--- config.mk ---
export PLATFORM = sky130hd
export DESIGN_NAME = mux_scan_n
export DESIGN_NICKNAME = d
export VERILOG_FILES = /design/src/rtl/mux_scan_n.sv
export SDC_FILE = /design/constraint.sdc
export NUM_CORES = 1
export LEC_CHECK = 0
export ABC_AREA = 1
export CAP_MARGIN = 20
export CORE_MARGIN = 2
export CORE_UTILIZATION = 40
export CTS_BUF_LIST = sky130_fd_sc_hd__clkbuf_4 sky130_fd_sc_hd__clkbuf_8
export DETAILED_ROUTE_END_ITERATION = 8
export PLACE_DENSITY = 0.69
export SLEW_MARGIN = 10
export SYNTH_ARGS = -nofsm -noshare
export SYNTH_HDL_FRONTEND = slang
export SYNTH_SLANG_ARGS = --single-unit
export TNS_END_PERCENT = 10
--- constraint.sdc ---
create_clock -name clk -period 3.6 [get_ports clk]
set_input_delay 0.72 -clock clk [delete_from_list [all_inputs] [get_ports clk]]
set_output_delay 0.72 -clock clk [all_outputs]
set_load 0.005 [all_outputs]
--- src/rtl/mux_scan_n.sv ---
// N:1 registered multiplexer with fixed-select and round-robin scan modes, valid/ready output.
// Optional stall counter output enabled by defining MUX_STALL_CNT_EN.

module mux_scan_lane #(
  parameter int W     = 1,
  parameter int SEL_W = 3,
  parameter int K     = 0
) (
  input  logic [W-1:0]     d,
  input  logic             grant,
  input  logic [SEL_W-1:0] win_ch,
  output logic             ack,
  output logic [W-1:0]     d_sel
);
  logic hit;
  assign hit   = grant && (win_ch == SEL_W'(K));
  assign ack   = hit;
  // AND-OR mux leg: only the winning lane drives non-zero data
  assign d_sel = hit ? d : '0;
endmodule

module mux_scan_n #(
  parameter int N_CH  = 8,
  parameter int W     = 1,
  parameter int SEL_W = $clog2(N_CH)
) (
  input  logic              clk,
  input  logic              rst_n,
  input  logic [N_CH*W-1:0] d_in,
  input  logic [N_CH-1:0]   in_valid,
  output logic [N_CH-1:0]   in_ack,
  input  logic              mode,
  input  logic [SEL_W-1:0]  sel,
  input  logic              load_sel,
  output logic [W-1:0]      out_data,
  output logic [SEL_W-1:0]  out_ch,
  output logic              out_valid,
  input  logic              out_ready
`ifdef MUX_STALL_CNT_EN
  ,
  output logic [15:0]       stall_cnt
`endif
);

  logic [SEL_W-1:0] sel_q, last_q;
  logic [SEL_W-1:0] scan_ch, win_ch, idx;
  logic             scan_found, fix_found, cand, slot_free, capture;
  logic [N_CH-1:0][W-1:0] lane_d;
  logic [W-1:0]     mux_data;

  assign slot_free = !out_valid || out_ready;

  // Circular search starting one past the last winner
  always_comb begin
    scan_found = 1'b0;
    scan_ch    = '0;
    idx        = '0;
    for (int i = 1; i <= N_CH; i++) begin
      idx = SEL_W'((int'(last_q) + i) % N_CH);
      if (!scan_found && in_valid[idx]) begin
        scan_found = 1'b1;
        scan_ch    = idx;
      end
    end
  end

  assign fix_found = in_valid[sel_q];
  assign cand      = mode ? scan_found : fix_found;
  assign win_ch    = mode ? scan_ch : sel_q;
  // Gate with rst_n so no ack escapes while reset is held
  assign capture   = rst_n && slot_free && cand;

  for (genvar k = 0; k < N_CH; k++) begin : g_lane
    mux_scan_lane #(.W(W), .SEL_W(SEL_W), .K(k)) u_lane (
      .d      (d_in[k*W +: W]),
      .grant  (capture),
      .win_ch (win_ch),
      .ack    (in_ack[k]),
      .d_sel  (lane_d[k])
    );
  end

  always_comb begin
    mux_data = '0;
    for (int k = 0; k < N_CH; k++) mux_data = mux_data | lane_d[k];
  end

  always_ff @(posedge clk or negedge rst_n) begin
    if (!rst_n) begin
      out_data  <= '0;
      out_ch    <= '0;
      out_valid <= 1'b0;
      sel_q     <= '0;
      last_q    <= SEL_W'(N_CH - 1);
    end else begin
      if (load_sel)
        sel_q <= (int'(sel) >= N_CH) ? SEL_W'(N_CH - 1) : sel;
      if (slot_free) begin
        if (capture) begin
          out_data  <= mux_data;
          out_ch    <= win_ch;
          out_valid <= 1'b1;
          if (mode) last_q <= win_ch;
        end else begin
          out_valid <= 1'b0;
        end
      end
    end
  end

`ifdef MUX_STALL_CNT_EN
  always_ff @(posedge clk or negedge rst_n) begin
    if (!rst_n)
      stall_cnt <= '0;
    else if (load_sel)
      stall_cnt <= '0;
    else if (out_valid && !out_ready && stall_cnt != 16'hFFFF)
      stall_cnt <= stall_cnt + 16'd1;
  end
`endif

endmodule

Word level (Yosys, flattened, before mapping)
Index checks and enable logic that the tools add are counted.

Bits in registers: 11. Bits in writable memories: 0. Output and inout bits: 13. Latch bits: 0. Bits of input ports: 24. Memories: 0. Memory bits (read-only): 0.

Reduce and logical (&&, ||, !) cells: 29. $mul: 0. Add/sub/neg operators: 8. Shift operators: 0. Eq/ne operators: 7. Div/mod/pow operators: 0. Order comparisons: 9. Muxes and demuxes: 45. Bitwise operators: 7.

Operator list (count): $lt 3x4->1 const B (9); $bmux 1 s3 (9); $mux 1 (27); $mux 3 (9); $logic_and 1x1->1 (17); $add 3x3->3 const B (4); $eq 3x3->1 const B (4); $logic_not 1->1 (8); $or 1x1->1 (7); $add 3x1->3 const B (2); $add 3x2->3 const B (2); $eq 3x2->1 const B (2); $eq 3x1->1 const B (1); $logic_not 3->1 (1); $reduce_and 3->1 (1); $reduce_and 2->1 (1); $logic_or 1x1->1 (1).

Depth between registers and ports, before layout
Gate-level depths: netlist of run 1.

Depth after elaboration: 36. Depth in mapped cells: 24. Depth with buffers taken out: 21.

By module
A second synthesis of run 1 with hierarchy kept.

Cell total of the unflattened synthesis: 266. Area total of the unflattened synthesis: 1657.8 µm².

Modules (own cells, without submodules): mux_scan_n (area each 1428.9 µm², instances 1, seq. area each 279.0 µm², cells an instance 215); mux_scan_lane at g_lane[1].u_lane ... (area each 28.8 µm², instances 3, seq. area each 0.0 µm², cells an instance 7); mux_scan_lane at g_lane[3].u_lane ... (area each 28.8 µm², instances 3, seq. area each 0.0 µm², cells an instance 6); mux_scan_lane at g_lane[0].u_lane (area each 31.3 µm², instances 1, seq. area each 0.0 µm², cells an instance 7); mux_scan_lane at g_lane[7].u_lane (area each 25.0 µm², instances 1, seq. area each 0.0 µm², cells an instance 5).

Worst setup path before layout of run 1
No wires, ideal clock.

Kind: reg-to-output. Start point: register last_q[0]. End point: output in_ack[4]. Stages on the path, launching flop included: 19. Arrival: 2816 ps. Setup slack: 64 ps. Cells stage by stage: dfstp_2 > buf_4 > inv_2 > buf_6 > ha_1 > buf_2 > inv_2 > nand3_2 > nand3_2 > nand2_4 > nor2_8 > nand4_4 > nor2_8 > nand2_2 > o31ai_4 > a21oi_2 > inv_1 > nor2_1 > buf_4.

Cells in the longest elaborated chain, start to end: 28. Elaborated cells between the ends (all ways): 59. Those cells by class: add/sub: 8; eq/ne: 1; mux: 34; reduce/logical: 16.

Ends and longest elaborated chain: start, declared (line 45) `logic [SEL_W-1:0] sel_q, last_q;`; start signal, assigned (line 94) `last_q <= SEL_W'(N_CH - 1);`; start signal, assigned (line 103) `if (mode) last_q <= win_ch;`; $add 3x1->3 (line 59) `idx = SEL_W'((int'(last_q) + i) % N_CH);`; $bmux 1 s3 (line 60) `if (!scan_found && in_valid[idx]) begin`; $mux 1 (not written as such) (line 60); $mux 1 (line 60); $logic_not 1->1 (line 60); $logic_and 1x1->1 (line 60); $mux 1 (line 60); $logic_not 1->1 (line 60); [12 not listed]; $logic_and 1x1->1 (line 60); $mux 1 (line 60); $logic_not 1->1 (line 60); $logic_and 1x1->1 (line 60); $mux 3 / $mux 1 (equally long branches) (line 60); $mux 3 / $mux 1 (equally long branches) (line 69, 68); $eq 3x3->1 / $logic_and 1x1->1 (equally long branches) (line 16, 71); $logic_and 1x1->1 (*) (line 16) `assign hit = grant && (win_ch == SEL_W'(K));`; end, declared (line 31) `output logic [N_CH-1:0] in_ack,`.

Every way passes the cells marked *; elsewhere a longest branch is shown, timed or not. The select of a mux whose other input is x is not followed.

Worst setup path after layout of run 1
Start point: register last_q[0]. End point: output in_ack[6].

Same word-level chain as after synthesis.

==> results.md, run 1 <==
- Starting Density: between 40% and 50%
- Crit path DAT: 2.89 ns
- Placed Area: 2190 um2
- Max Cap Viol: 0
- CP Max Fanout: 4
- Iter 0 DRT Violations: roughly 100
- Most frequent cells in the layout: 68 x nand2_1, 49 x buf_4, 30 x nand3_1
- Area grow syn2layout: 63.0%
- Slew @ Worst Pin: 0.306 ns
- Failing checks: negative setup slack
- Reg2Reg Depth: 18
- Post-DP HPWL: around 3.8 mm
- DRT antenna net count: 0
- CTS tree: done
- #FFs+latches synth: 11
- Worst-Skew Late Latency: about 0.24 ns
- Critical Path RT: 2.88 ns
- Synth Instances: about 260
- Setup WS post-layout: -0.0131 ns
- Share of cells above drive strength 1: 41.3%
- Cell Rows: 22
- Top_reg_cell synth: dfrtp_1
- Initial antenna violation count: 0
- Adder-cell share of the synthesized area: between 1.5 and 2%
- Tcrit/Tclk final: 100%
- Synthesized area: 1560 um2
- Reg2reg setup slack: ~0.73 ns
- Leading cell type in the layout, fill and taps excluded: nand2_1
- Worst R2R Start: last_q[0]
- Num ports: 37
- Die width: 66.5 um
- Worst setup EP type: output port
- Clk_skew: 0.000522 ns
- FF-to-FF End: out_data
- Grt ovf: 0
- Final setup fails: 3
- Mux share of post-synthesis cell area: 0%
- Vias per cell: between 4 and 5
- Post-Syn Area per Cell: around 6 um2
- Max-slew headroom: just under 80%
- Die area: around 4400 um2
- Hold Crit Depth: 2
- TritonCTS Sinks: 11
- Minimum clock period: 3.61 ns
- Fin area: ~2500 um2
- Detailed Routing Iterations Pass 1: 4
- First-pass GRT wire length: between 7 and 8 mm
- Unique masters post-synth: 33
- Die Ht: 66.5 um
- Post-synth EDFFs: 0
- Outcome: complete, but fails checks
- Vias in the first global route: roughly 1700
- Xor/xnor share of the synthesized area: approximately 1.7%
- Ant. Diodes: 0
- Max Root-Sink Buffers: 2
- # DRC: 0
- HP Start: out_ch[2]
- Slew Limit Fails: 0
- Clock transition at the registers of the reported paths: around 0.05 ns
- Min-Delay Path Class: register to register
- Hold Path Sink: out_ch[2]
- Seq/Total Area, Yosys: between 15 and 20%
- Post-synthesis compound-gate area fraction: between 10 and 15%
- Final GP Congestion: slightly above 0.9
- Nets: between 300 and 400
- H-Tree Depth: 1
- Routed WL: approximately 5 mm
- TritonCTS Buffers: 3
- Root Driver: clkbuf_8
- Post-Syn Nets: roughly 280
- Largest net degree at the start of global routing: 12
- Final hold viol count: 0
- Largest family of logic cells by synthesized area: simple AND/OR/NAND/NOR gates
- Synth Area in Simple Gates: about 55%
- Yosys warns: 0
- Synth async-reset ratio: between 90% and 100%
- Core box area: roughly 3700 um2
- CP Launch Type: register
- FMAX: 277 MHz
- RSZ-0062 raised after global routing: true
- GRT Overall Usage: 22.3%
- Via count: 1920
- DR WL/cell: 13.0 um
- WS Path Type: register to output port
- Port-buffer cells: 36
[cell type report]
cell class                      instances  area (um2)
Inverter                               30         115
Fill cell                             322        1170
Tap cell                               48        60.1
Clock buffer                            4        48.8
Timing Repair Buffer                   92         768
Sequential cell                        11         279
Multi-Input combinational cell        202        1270
[per-stage QoR]
stage,setup slack [ns],util (%),hold slack (ns),std cells,TNS (ns)
after global placement,-0.544,59.1,0.468,368,-3.61
after global routing,-0.166,68.4,0.527,387,-1.06
after detailed placement,-0.573,59.1,0.472,368,-3.84
after CTS,-0.207,64.5,0.483,380,-0.594
after floorplan,0.0644,-,0.424,256,0
final,-0.0131,68.4,0.475,387,-0.0342
[registers in the layout (all words and copies together), names as in the netlist]
| signal | flops |
|---|---|
| out_valid | 1 |
| out_data | 1 |
| out_ch | 3 |
| sel_q | 3 |
| last_q | 3 |
[synthesized netlist by cell type, types with 3 or more instances]
cell type	n	share of area (%)
nand2_1	81	19
nand3_1	36	12
nor2_1	26	6.3
inv_1	24	5.8
o21ai_0	11	3.5
buf_4	9	4.3
dfrtp_1	8	13
nand2_2	8	3.2
nand3_2	8	5.1
inv_2	5	1.2
nand4_1	5	2.0
a21oi_1	4	1.3
buf_2	3	0.96
dfstp_2	3	5.1
nand2_4	3	2.2
[kinds of logic (layout without fill, tap and decap cells)]
kind of cell	Yosys count	in the layout
simple gates	174	174
buf+inv	43	126
compound gates	23	23
flops	11	11
xor+xnor	3	3
fa+ha+maj	2	2
[worst max-delay path by stage]
stage | start | endpoint | cells past startpoint
finish | last_q[0] | in_ack[6] | 18
global route | last_q[1] | in_ack[0] | 19
CTS | last_q[0] | in_ack[4] | 17
detailed placement | in_valid[7] | in_ack[7] | 17
global placement | in_valid[7] | in_ack[3] | 17
floorplan | last_q[0] | in_ack[4] | 18
[per-layer routing]
layer | global-route usage (%) | wire (um) | vias to the layer above
met5 | 0 | 0 | -
met4 | 5.61 | 52 | 0
met3 | 1.52 | 122 | 8
met2 | 38.8 | 2480 | 35
met1 | 29.9 | 2390 | 886
li1 | - | - | 991
[repair_timing]
| item | in CTS | in global routing |
|---|---|---|
| pin swaps | 14 | 20 |
| hold buffers | 0 | 0 |
| buffers inserted | 8 | 7 |
| gates resized for setup | 46 | 45 |
| endpoints found under the hold margin | 0 | 0 |
| endpoints found under the setup margin | 8 | 8 |
[worst max-delay path: stages (launching register included)]
cell,delay [ns]
dfstp_2,0.54
inv_2,0.05
ha_4,0.30
buf_6,0.11
nand3_4,0.08
nand3_4,0.11
nand2_4,0.08
nor2_8,0.14
nand4_4,0.17
buf_6,0.17
nor3_4,0.11
nor2_2,0.06
nand4_1,0.12
nand2_2,0.07
buf_4,0.15
nor2_4,0.10
inv_2,0.06
nor2_2,0.11
clkbuf_2,0.13
Power of run 1 is not shown: default switching activity piles up to over one toggle a cycle in this logic, so the estimate is an artifact.
==> run 2, diff against run 1 <==
CORE_MARGIN = unset   (was 2)
==> results.md, run 2 (synthesis gave the netlist of run 1 again) <==
- Outcome: finished, final reports clean
- Tcrit/Tclk final: 99.8% (-0.57 points)
- Nets: 373 (+1.9%)
- # DRC: 0 (unchanged)
- Slew @ Worst Pin: 0.379 ns (+0.0734 ns)
- Via count: 2081 (+8.4%)
- First-pass GRT wire length: 8.67 mm (+14%)
- Die area: 4150 um2 (-5.9%)
- Fin area: 2680 um2 (+5.3%)
- Root Driver: clkbuf_8
- Buffers and inverters on the worst path: 6 (unchanged)
- Reg area: 279 um2 (unchanged)
- FMAX: 278 MHz (+0.58%)
- Die Ht: 64.5 um (-3.0%)
- Most frequent cells in the layout: 67 x nand2_1, 52 x buf_4, 27 x nand3_1
- Worst path slowest cell: dfstp_2
- Setup WS post-layout: 0.00752 ns (+0.0207 ns)
- Worst setup EP type: output port
- GRT Overall Usage: 26.6% (+4.3 points)
- Final setup fails: 0 (-3)
- Critical Path RT: 2.88 ns (about the same)
- Max Cap Viol: 0 (unchanged)
- HP Start: out_ch[1]
- Grt ovf: 0 (unchanged)
- Worst-path cell chain: inv_2 > ha_4 > inv_6 > nand3_1 > nand2_1 > nand2_1 > nand2_4 > nand4_4 > nor2_8 > buf_6 > nand3_2 > nand3_2 > nand2_2 > a21oi_4 > inv_2 > buf_6 > nor2_1 > buf_2
- Max Root-Sink Buffers: 2 (unchanged)
- Top flop regs: last_q: 3 flops, out_ch: 3 flops, sel_q: 3 flops
- Largest delay contributor family on the critical path: simple AND/OR/NAND/NOR gates
- DR WL/cell: 14.6 um (+12%)
- WS Path Type: register to output port
- Cell Rows: 22 (unchanged)
- Filler Cell Count: 289 (-10%)
- Vias per cell: 5.28 (+6.5%)
- Iter 0 DRT Violations: 138 (+34%)
- Crit path DAT: 2.87 ns (-0.02 ns)
- Critical path origin: last_q[0]
- Min-Delay Path Class: register to register
- Core box area: 3690 um2 (-0.74%)
- Largest net degree at the start of global routing: 12 (unchanged)
- Pre-CTS WS: -0.514 ns (+0.0588 ns)
- Delay of the slowest critical-path stage: 0.54 ns (about the same)
- CP Launch Type: register
- TritonCTS Sinks: 11 (unchanged)
- Num ports: 37 (unchanged)
- Worst-Skew Late Latency: 0.23 ns (about the same)
- H-Tree Depth: 1 (unchanged)
- Routed WL: 5.74 mm (+14%)
- Clk_skew: 0.00450 ns (+0.00397 ns)
- Setup TNS: 0 ns (+0.0342 ns)
- CP Max Fanout: 7 (+3)
- DRT antenna net count: 0 (unchanged)
- Hold bufs inserted after CTS: 0 (unchanged)
- RSZ-0062 raised after global routing: true
- Initial antenna violation count: 0 (unchanged)
- Ant. Diodes: 0 (unchanged)
- Area grow syn2layout: 71.6%
- Max-slew headroom: 74.6% (-4.9 points)
- Detailed Routing Iterations Pass 1: 4 (unchanged)
- Starting Density: 42.3% (+0.31 points)
- Port-buffer cells: 36 (unchanged)
- Die width: 64.5 um (-3.0%)
- Post-DP HPWL: 3.71 mm (-1.6%)
- Slew Limit Fails: 0 (unchanged)
- Leading cell type in the layout, fill and taps excluded: nand2_1
- TritonCTS Buffers: 3 (unchanged)
- Final hold viol count: 0 (unchanged)
- Share of cells above drive strength 1: 45.1% (+3.8 points)
- CTS tree: done
- Final GP Congestion: 0.848 (-7.2%)
- Clock transition at the registers of the reported paths: 0.05 ns (about the same)
- Area occupied by multi-input gates: 1350 um2 (+6.0%)
- WHS: 0.511 ns (+0.0369 ns)
- Vias in the first global route: 1939 (+12%)
- Placed Area: 2190 um2 (-0.34%)
- Worst R2R Start: last_q[0]
- Minimum clock period: 3.59 ns (-0.0207 ns)
## run 2: changes by cell type in the layout (fill, tap and decap cells not counted), sizes merged
cell          change
dlymetal6s2s      -1
buf              +11
clkbuf            -2
dlygate4sd2       -1
## run 2: worst register-to-register path: cells and delay by family (launching register included)
| family | cells | cell delay [ns] |
|---|---|---|
| AO/OA/AOI/OAI | 1 | 0.32 |
| AND/OR/NAND/NOR | 12 | 1.28 |
| buffers and inverters | 5 | 0.56 |
| flip-flops | 1 | 0.54 |
| adder cells (fa/ha/maj) | 1 | 0.30 |
## run 2: final timing paths
check                           slack [ns]        end  cells after the start
worst max-delay path                 0.008  in_ack[5]                     18
worst min-delay path                  0.51  out_ch[1]                      2
worst max register to register        0.49   out_data                     19
worst min register to register        0.51  out_ch[1]                      2
max in group asynchronous             2.56  last_q[1]                      2
min in group asynchronous             0.82  out_valid                      2
## run 2: repair_timing
| item | CTS | global route |
|---|---|---|
| buffers inserted | 13 | 10 |
| hold endpoints to repair | 0 | 0 |
| pin swaps | 22 | 32 |
| endpoints found under the setup margin | 8 | 8 |
| resized for setup | 73 | 48 |
## run 2: area by class of cell
class / instances / share of cell area [%]
Inverter: 30 / 4.39
Multi-Input combinational cell: 202 / 50.3
Tap cell: 48 / 2.24
Sequential cell: 11 / 10.4
Timing Repair Buffer: 99 / 30.8
Clock buffer: 4 / 1.82
## run 2: metrics by stage
stage / cells / utilization (%)
2_1_floorplan: 256 / -
3_3_place_gp: 367 / 59.3
3_5_place_dp: 367 / 59.3
4_1_cts: 384 / 67.2
5_1_grt: 394 / 72.6
6_report: 394 / 72.6
## run 2: metal layers
layer	vias to the layer above	global-route usage [%]	share of wire (%)
li1	1008	-	-
met1	980	36.8	42
met2	77	43.3	49
met3	16	2.64	5.7
met4	0	8.61	2.5
met5	-	0	0
Power of run 2 is left out for the same reason.
